**src/rtl/muldiv_unit_if.sv**
```systemverilog
// Start/result handshake and HI/LO access between the EX stage
// and the multi-cycle multiply/divide unit.
interface muldiv_unit_if #(
  parameter int WIDTH = 32
) ();
  logic             start;
  logic [1:0]       op;
  logic [WIDTH-1:0] a;
  logic [WIDTH-1:0] b;
  logic             wr_hi;
  logic             wr_lo;
  logic [WIDTH-1:0] wdata;
  logic             busy;
  logic             done;
  logic             div_by_zero;
  logic [WIDTH-1:0] hi;
  logic [WIDTH-1:0] lo;

  modport master (
    output start, op, a, b,
    output wr_hi, wr_lo, wdata,
    input  busy, done, div_by_zero,
    input  hi, lo
  );

  modport slave (
    input  start, op, a, b,
    input  wr_hi, wr_lo, wdata,
    output busy, done, div_by_zero,
    output hi, lo
  );
endinterface

```
**src/rtl/muldiv_unit.sv**
```systemverilog
// Multi-cycle shift-add multiplier / restoring divider with HI/LO.
// One iteration per cycle on operand magnitudes, sign fix-up at the end.
module muldiv_unit #(
  parameter int WIDTH = 32
) (
  input  logic         clk,
  input  logic         reset,
  muldiv_unit_if.slave bus
);
  localparam int CW = $clog2(WIDTH);

  typedef enum logic [1:0] {
    IDLE,
    RUN,
    FINISH
  } state_e;

  state_e             state_q;
  logic [CW-1:0]      cnt_q;
  logic               is_div_q;
  logic               neg_res_q;
  logic               neg_rem_q;
  logic               zero_q;
  logic [WIDTH-1:0]   dvs_q;
  logic [2*WIDTH-1:0] acc_q;
  logic               busy_q;
  logic               done_q;
  logic               dbz_q;
  logic [WIDTH-1:0]   hi_q;
  logic [WIDTH-1:0]   lo_q;

  assign bus.busy        = busy_q;
  assign bus.done        = done_q;
  assign bus.div_by_zero = dbz_q;
  assign bus.hi          = hi_q;
  assign bus.lo          = lo_q;

  logic             a_neg;
  logic             b_neg;
  logic [WIDTH-1:0] a_mag;
  logic [WIDTH-1:0] b_mag;

  assign a_neg = bus.op[0] & bus.a[WIDTH-1];
  assign b_neg = bus.op[0] & bus.b[WIDTH-1];
  assign a_mag = a_neg ? -bus.a : bus.a;
  assign b_mag = b_neg ? -bus.b : bus.b;

  // acc_q: multiply = {partial product, multiplier};
  // divide = {remainder, dividend/quotient bits}
  logic [WIDTH:0]     mul_sum;
  logic [2*WIDTH-1:0] mul_d;
  logic [WIDTH:0]     div_sh;
  logic [WIDTH-1:0]   div_diff;
  logic               div_ge;
  logic [2*WIDTH-1:0] div_d;
  logic [2*WIDTH-1:0] acc_d;

  always_comb begin
    mul_sum = {1'b0, acc_q[2*WIDTH-1:WIDTH]}
            + ({1'b0, dvs_q} & {(WIDTH+1){acc_q[0]}});
    mul_d   = {mul_sum, acc_q[WIDTH-1:1]};

    div_sh   = {acc_q[2*WIDTH-1:WIDTH], acc_q[WIDTH-1]};
    div_ge   = div_sh >= {1'b0, dvs_q};
    div_diff = div_sh[WIDTH-1:0] - dvs_q;
    if (div_ge) begin
      div_d = {div_diff, acc_q[WIDTH-2:0], 1'b1};
    end else begin
      div_d = {div_sh[WIDTH-1:0], acc_q[WIDTH-2:0], 1'b0};
    end

    acc_d = is_div_q ? div_d : mul_d;
  end

  logic [WIDTH-1:0] hi_d;
  logic [WIDTH-1:0] lo_d;

  // Divide by zero leaves the dividend magnitude as remainder, so the
  // remainder sign fix restores the original dividend.
  always_comb begin
    hi_d = acc_q[2*WIDTH-1:WIDTH];
    lo_d = acc_q[WIDTH-1:0];
    if (is_div_q) begin
      if (neg_res_q) lo_d = -acc_q[WIDTH-1:0];
      if (neg_rem_q) hi_d = -acc_q[2*WIDTH-1:WIDTH];
      if (zero_q)    lo_d = '1;
    end else if (neg_res_q) begin
      {hi_d, lo_d} = -acc_q;
    end
  end

  always_ff @(posedge clk) begin
    if (reset) begin
      state_q   <= IDLE;
      cnt_q     <= '0;
      is_div_q  <= 1'b0;
      neg_res_q <= 1'b0;
      neg_rem_q <= 1'b0;
      zero_q    <= 1'b0;
      dvs_q     <= '0;
      acc_q     <= '0;
      busy_q    <= 1'b0;
      done_q    <= 1'b0;
      dbz_q     <= 1'b0;
      hi_q      <= '0;
      lo_q      <= '0;
    end else begin
      done_q <= 1'b0;
      unique case (state_q)
        IDLE: begin
          if (bus.start) begin
            state_q   <= RUN;
            busy_q    <= 1'b1;
            dbz_q     <= 1'b0;
            cnt_q     <= CW'(WIDTH-1);
            is_div_q  <= bus.op[1];
            neg_res_q <= a_neg ^ b_neg;
            neg_rem_q <= a_neg;
            zero_q    <= bus.op[1] & (bus.b == '0);
            dvs_q     <= b_mag;
            acc_q     <= {{WIDTH{1'b0}}, a_mag};
          end else begin
            if (bus.wr_hi) hi_q <= bus.wdata;
            if (bus.wr_lo) lo_q <= bus.wdata;
          end
        end
        RUN: begin
          acc_q <= acc_d;
          cnt_q <= cnt_q - CW'(1);
          if (cnt_q == '0) state_q <= FINISH;
        end
        FINISH: begin
          state_q <= IDLE;
          busy_q  <= 1'b0;
          done_q  <= 1'b1;
          dbz_q   <= zero_q;
          hi_q    <= hi_d;
          lo_q    <= lo_d;
        end
        default: state_q <= IDLE;
      endcase
    end
  end
endmodule

```
**src/flat_wrapper.sv**
```systemverilog
// flat-port wrapper written by rule: the top's interface ports become plain ports
module muldiv_unit_flat 
#(
  parameter int WIDTH = 32
)
  (clk, reset, bus_start, bus_op, bus_a, bus_b, bus_wr_hi, bus_wr_lo, bus_wdata, bus_busy, bus_done, bus_div_by_zero, bus_hi, bus_lo);
  muldiv_unit_if #(.WIDTH(WIDTH)) bus_i ();
  input  logic clk;
  input  logic reset;
  input wire logic [$bits(bus_i.start)-1:0] bus_start;
  input wire logic [$bits(bus_i.op)-1:0] bus_op;
  input wire logic [$bits(bus_i.a)-1:0] bus_a;
  input wire logic [$bits(bus_i.b)-1:0] bus_b;
  input wire logic [$bits(bus_i.wr_hi)-1:0] bus_wr_hi;
  input wire logic [$bits(bus_i.wr_lo)-1:0] bus_wr_lo;
  input wire logic [$bits(bus_i.wdata)-1:0] bus_wdata;
  output wire logic [$bits(bus_i.busy)-1:0] bus_busy;
  output wire logic [$bits(bus_i.done)-1:0] bus_done;
  output wire logic [$bits(bus_i.div_by_zero)-1:0] bus_div_by_zero;
  output wire logic [$bits(bus_i.hi)-1:0] bus_hi;
  output wire logic [$bits(bus_i.lo)-1:0] bus_lo;
  assign bus_i.start = bus_start;
  assign bus_i.op = bus_op;
  assign bus_i.a = bus_a;
  assign bus_i.b = bus_b;
  assign bus_i.wr_hi = bus_wr_hi;
  assign bus_i.wr_lo = bus_wr_lo;
  assign bus_i.wdata = bus_wdata;
  assign bus_busy = bus_i.busy;
  assign bus_done = bus_i.done;
  assign bus_div_by_zero = bus_i.div_by_zero;
  assign bus_hi = bus_i.hi;
  assign bus_lo = bus_i.lo;
  muldiv_unit #(.WIDTH(WIDTH)) u_core (.clk(clk), .reset(reset), .bus(bus_i));
endmodule
```
**config.mk**
```make
export PLATFORM = sky130hd
export DESIGN_NAME = muldiv_unit_flat
export DESIGN_NICKNAME = d
export VERILOG_FILES = /design/src/rtl/muldiv_unit_if.sv /design/src/rtl/muldiv_unit.sv /design/src/flat_wrapper.sv
export SDC_FILE = /design/constraint.sdc
export NUM_CORES = 1
export LEC_CHECK = 0
export CORE_ASPECT_RATIO = 0.9
export CORE_UTILIZATION = 40
export CTS_BUF_LIST = sky130_fd_sc_hd__clkbuf_8 sky130_fd_sc_hd__clkbuf_16
export DETAILED_ROUTE_END_ITERATION = 10
export GPL_TIMING_DRIVEN = 0
export PLACE_DENSITY = 0.59
export SKIP_CTS_REPAIR_TIMING = 1
export SLEW_MARGIN = 20
export SYNTH_ARGS = -nofsm -noshare
export SYNTH_HDL_FRONTEND = slang
export SYNTH_SLANG_ARGS = --single-unit
```
**constraint.sdc**
```tcl
create_clock -name clk -period 5.6 [get_ports clk]
set_input_delay 1.12 -clock clk [delete_from_list [all_inputs] [get_ports clk]]
set_output_delay 1.12 -clock clk [all_outputs]
set_load 0.01 [all_outputs]
```
==> impl_metrics.csv <==
group,metric,value,unit
clocking,root_buffer,"clkbuf_16",
final_layout,layout.nets,2202,
route,drtIter0Drc,1389,
floorplan,core,34300,um2
clocking,numCtsBuffers,17,
global_route,gr-usage-all-layers,30.2,%
synth,synth_top_cell_by_area,"dfxtp_1",
synth,syn_nets,2014,
synth,syn_inst,1839,
worst_hold_path,min_path_cells,2,
route,via_per_inst,5.97,
sta,fmax,229,MHz
global_route,grt_max_degree,17,
route,post_drt_wl_per_cell,21.8,um
flow_run,cap_violations,0,
route,drc,0,
final_layout,synthToLayoutAreaGrowth,20.3,%
synth,synth_cell_types,78,
global_route,antenna_found_initial,0,
run_status,status,"finished, final reports clean",
floorplan,dieHeight,180,um
critical_path,reg2reg_depth,12,
synth,synthTopCellsByCount,"189 x nor2_1, 174 x dfxtp_1, 156 x a21oi_1, 140 x nand2_1, 111 x a211oi_1",
power_and_ir_drop,peakVddDrop,200,uV
floorplan,pin_count,170,
power_and_ir_drop,p_per_area,235,nW/um2
global_route,overflow,0,
clocking,insertion_delay,0.47,ns
power_and_ir_drop,totalPowerFinal,0.00396,W
sta,fin_skew,0.0140,ns
sta,slew_headroom,30.7,%
sta,timing.final.crit_share,78.1,%
final_layout,multiInputGateArea,9800,um2
synth,yosys_most_used_dff,"dfxtp_1",
critical_path,critPathRequiredTime,5.91,ns
route,route.final.wire_length,54500,um
route,wl_met2,22900,um
sta,finalCriticalPeriod,4.37,ns
sta,rsz0062_at_grt,"no",
route,vias,14900,
route,top_layer,"met4",
sta,tns,0,ns
floorplan,die-width,200,um
floorplan,rows,64,
route,ant_nets,0,
route,wl_met3,4130,um
synth,seq_area_frac_synth,24.8,%
clocking,h-tree-depth,4,
critical_path,arrival,4.69,ns
critical_path,cp-start-kind,"flop",
clocking,clk_pin_slew_worst_paths,0.08,ns
route,wl_met1,26700,um
global_route,grt_pass1_vias,13700,
placement,port_buffers,169,
sta,worstMarginPinSlew,1.03,ns
critical_path,path_max_fanout,10,
synth,synth-seq-cells,174,
synth,synth.most_common_cell,"nor2_1",
route,dr.pass1.iters,5,
critical_path,end_kind,"flop",
final_layout,nFillCells,3550,
critical_path,r2r-end,"u_core.acc_q[33]$_SDFFE_PP0P_",
synth,synth_edf_count,0,
placement,gp_congestion,0.981,
sta,maxSlewViolCount,0,
clocking,clockBufferDepth,2,
synth,synth_top_area_share,24.8,%
worst_hold_path,hp-class,"flop to flop",
floorplan,die_area,35900,um2
critical_path,r2r_setup_slack,1.23,ns
clocking,clock-sinks,174,
final_layout,num_antenna_cells,0,
critical_path,regToRegStartpoint,"u_core.acc_q[46]$_SDFFE_PP0P_",
worst_hold_path,worstHoldStart,"u_core.bus.lo[8]$_SDFFE_PP0P_",
clocking,cts_tree,"done",
final_layout,drive_gt1_share,3.53,%
synth,avgSynthCellArea,7.64,um2
synth,synth_area_leaders,"dfxtp_1 25%, xnor2_1 6.5%, ha_1 6.2%, a211oi_1 5.9%, mux2i_1 5.8%",
synth,yosysWarningCount,0,
sta,hold_viol_final,0,
worst_hold_path,hold_end,"u_core.bus.lo[8]$_SDFFE_PP0P_",
global_route,grt_pass1_wl,82800,um
placement,place_hpwl,43700,um
final_layout,ff_latch_area,3480,um2
sta,finalSetupViolCount,0,
synth,syn_area,14000,um2
power_and_ir_drop,power_leakage,6.33,nW
critical_path,worstSetupPathType,"flop to flop",
floorplan,initial_core_util,41.0,%
synth,async_flop_share,0,%
-- layer usage --
| metal | vias to the layer above | global-route usage [%] |
|---|---|---|
| met2 | 574 | 44.3 |
| met5 | - | 0 |
| met1 | 7151 | 45.5 |
| met4 | 0 | 6.32 |
| li1 | 7162 | - |
| met3 | 48 | 5.22 |
-- power by group --
group	switching, W	leakage [nW]	internal [W]
logic	0.000779	4.61	0.000517
clock network	0.000574	0.293	0.000669
registers	0.0000919	1.43	0.00133
total	0.00144	6.33	0.00252
-- flip-flops by register name, indices dropped and copies added (netlist names) --
name / flops
u_core.zero_q: 1
u_core.neg_res_q: 1
u_core.bus.lo: 32
u_core.neg_rem_q: 1
u_core.is_div_q: 1
u_core.bus.hi: 32
u_core.bus.busy: 1
u_core.bus.div_by_zero: 1
u_core.dvs_q: 32
u_core.bus.done: 1
u_core.state_q: 2
u_core.cnt_q: 5
u_core.acc_q: 64
-- critical path: stages (launching register included) --
cell	delay (ns)
dfxtp_1	0.61
ha_1	0.32
and4_1	0.29
nand2_1	0.10
or3_1	0.40
nor3b_1	0.16
a211o_1	0.39
a22oi_1	0.44
clkbuf_1	0.63
buf_2	0.45
nor2_1	0.07
a21oi_1	0.22
o21ai_0	0.13
-- cell families (layout without fill, tap and decap cells) --
family / count (synthesis) / after routing / share of synthesized area [%]
multiplexers: 86 / 86 / 6.17
XOR/XNOR: 155 / 155 / 9.67
AO/OA/AOI/OAI: 590 / 590 / 27.9
flip-flops: 174 / 174 / 24.8
buffers and inverters: 198 / 399 / 5.45
adder cells (fa/ha/maj): 72 / 72 / 6.52
AND/OR/NAND/NOR: 564 / 564 / 19.5
-- how the worst max path moves through the flow --
stage                                  start                            end  slack [ns]  depth (start not counted)
2_1_floorplan                       bus_a[0]  u_core.acc_q[27]$_SDFFE_PP0P_        2.30                          8
3_3_place_gp                        bus_a[0]  u_core.acc_q[30]$_SDFFE_PP0P_        1.37                         12
3_5_place_dp                        bus_a[0]  u_core.acc_q[26]$_SDFFE_PP0P_        1.30                         12
4_1_cts         u_core.acc_q[0]$_SDFFE_PP0P_  u_core.acc_q[58]$_SDFFE_PP0P_        1.33                         13
5_1_grt         u_core.acc_q[0]$_SDFFE_PP0P_  u_core.acc_q[58]$_SDFFE_PP0P_        1.06                         13
6_report       u_core.acc_q[46]$_SDFFE_PP0P_  u_core.acc_q[33]$_SDFFE_PP0P_        1.23                         12
-- placed cells by master, fill, tap and decap left out, drive strengths merged, types with 13 or more instances in the layout --
master / count
nor2: 189
dfxtp: 174
clkdlybuf4s50: 169
a21oi: 156
nand2: 140
clkbuf: 125
a211oi: 111
o21ai: 109
xnor2: 105
mux2i: 81
inv: 76
ha: 70
xor2: 50
nor3: 41
or3: 40
o221ai: 33
a21o: 24
o31ai: 20
a31oi: 20
nand3: 20
a22oi: 19
buf: 19
nor4: 18
nand2b: 17
or4: 16
nor2b: 13
nand4: 13
-- metrics by stage --
step           area [um2]  setup slack, ns  hold WS [ns]  util (%)  instances
6_report            16900             1.23         0.454      49.3       2502
2_1_floorplan       14000             2.30         0.432         -       1839
3_5_place_dp        16300             1.30         0.446      47.6       2470
5_1_grt             16900             1.06         0.471      49.3       2502
4_1_cts             16900             1.33         0.455      49.3       2502
3_3_place_gp        16300             1.37         0.442      47.6       2470
-- layout make-up --
type,instances,area share (%)
Tap cell,462,3.42
Buffer,126,2.93
Multi-Input combinational cell,1467,58.0
Timing Repair Buffer,169,10.0
Clock buffer,18,2.60
Inverter,72,1.60
Sequential cell,174,20.6
Clock inverter,14,0.844
Note: power is estimated with default switching activity, not from simulation.
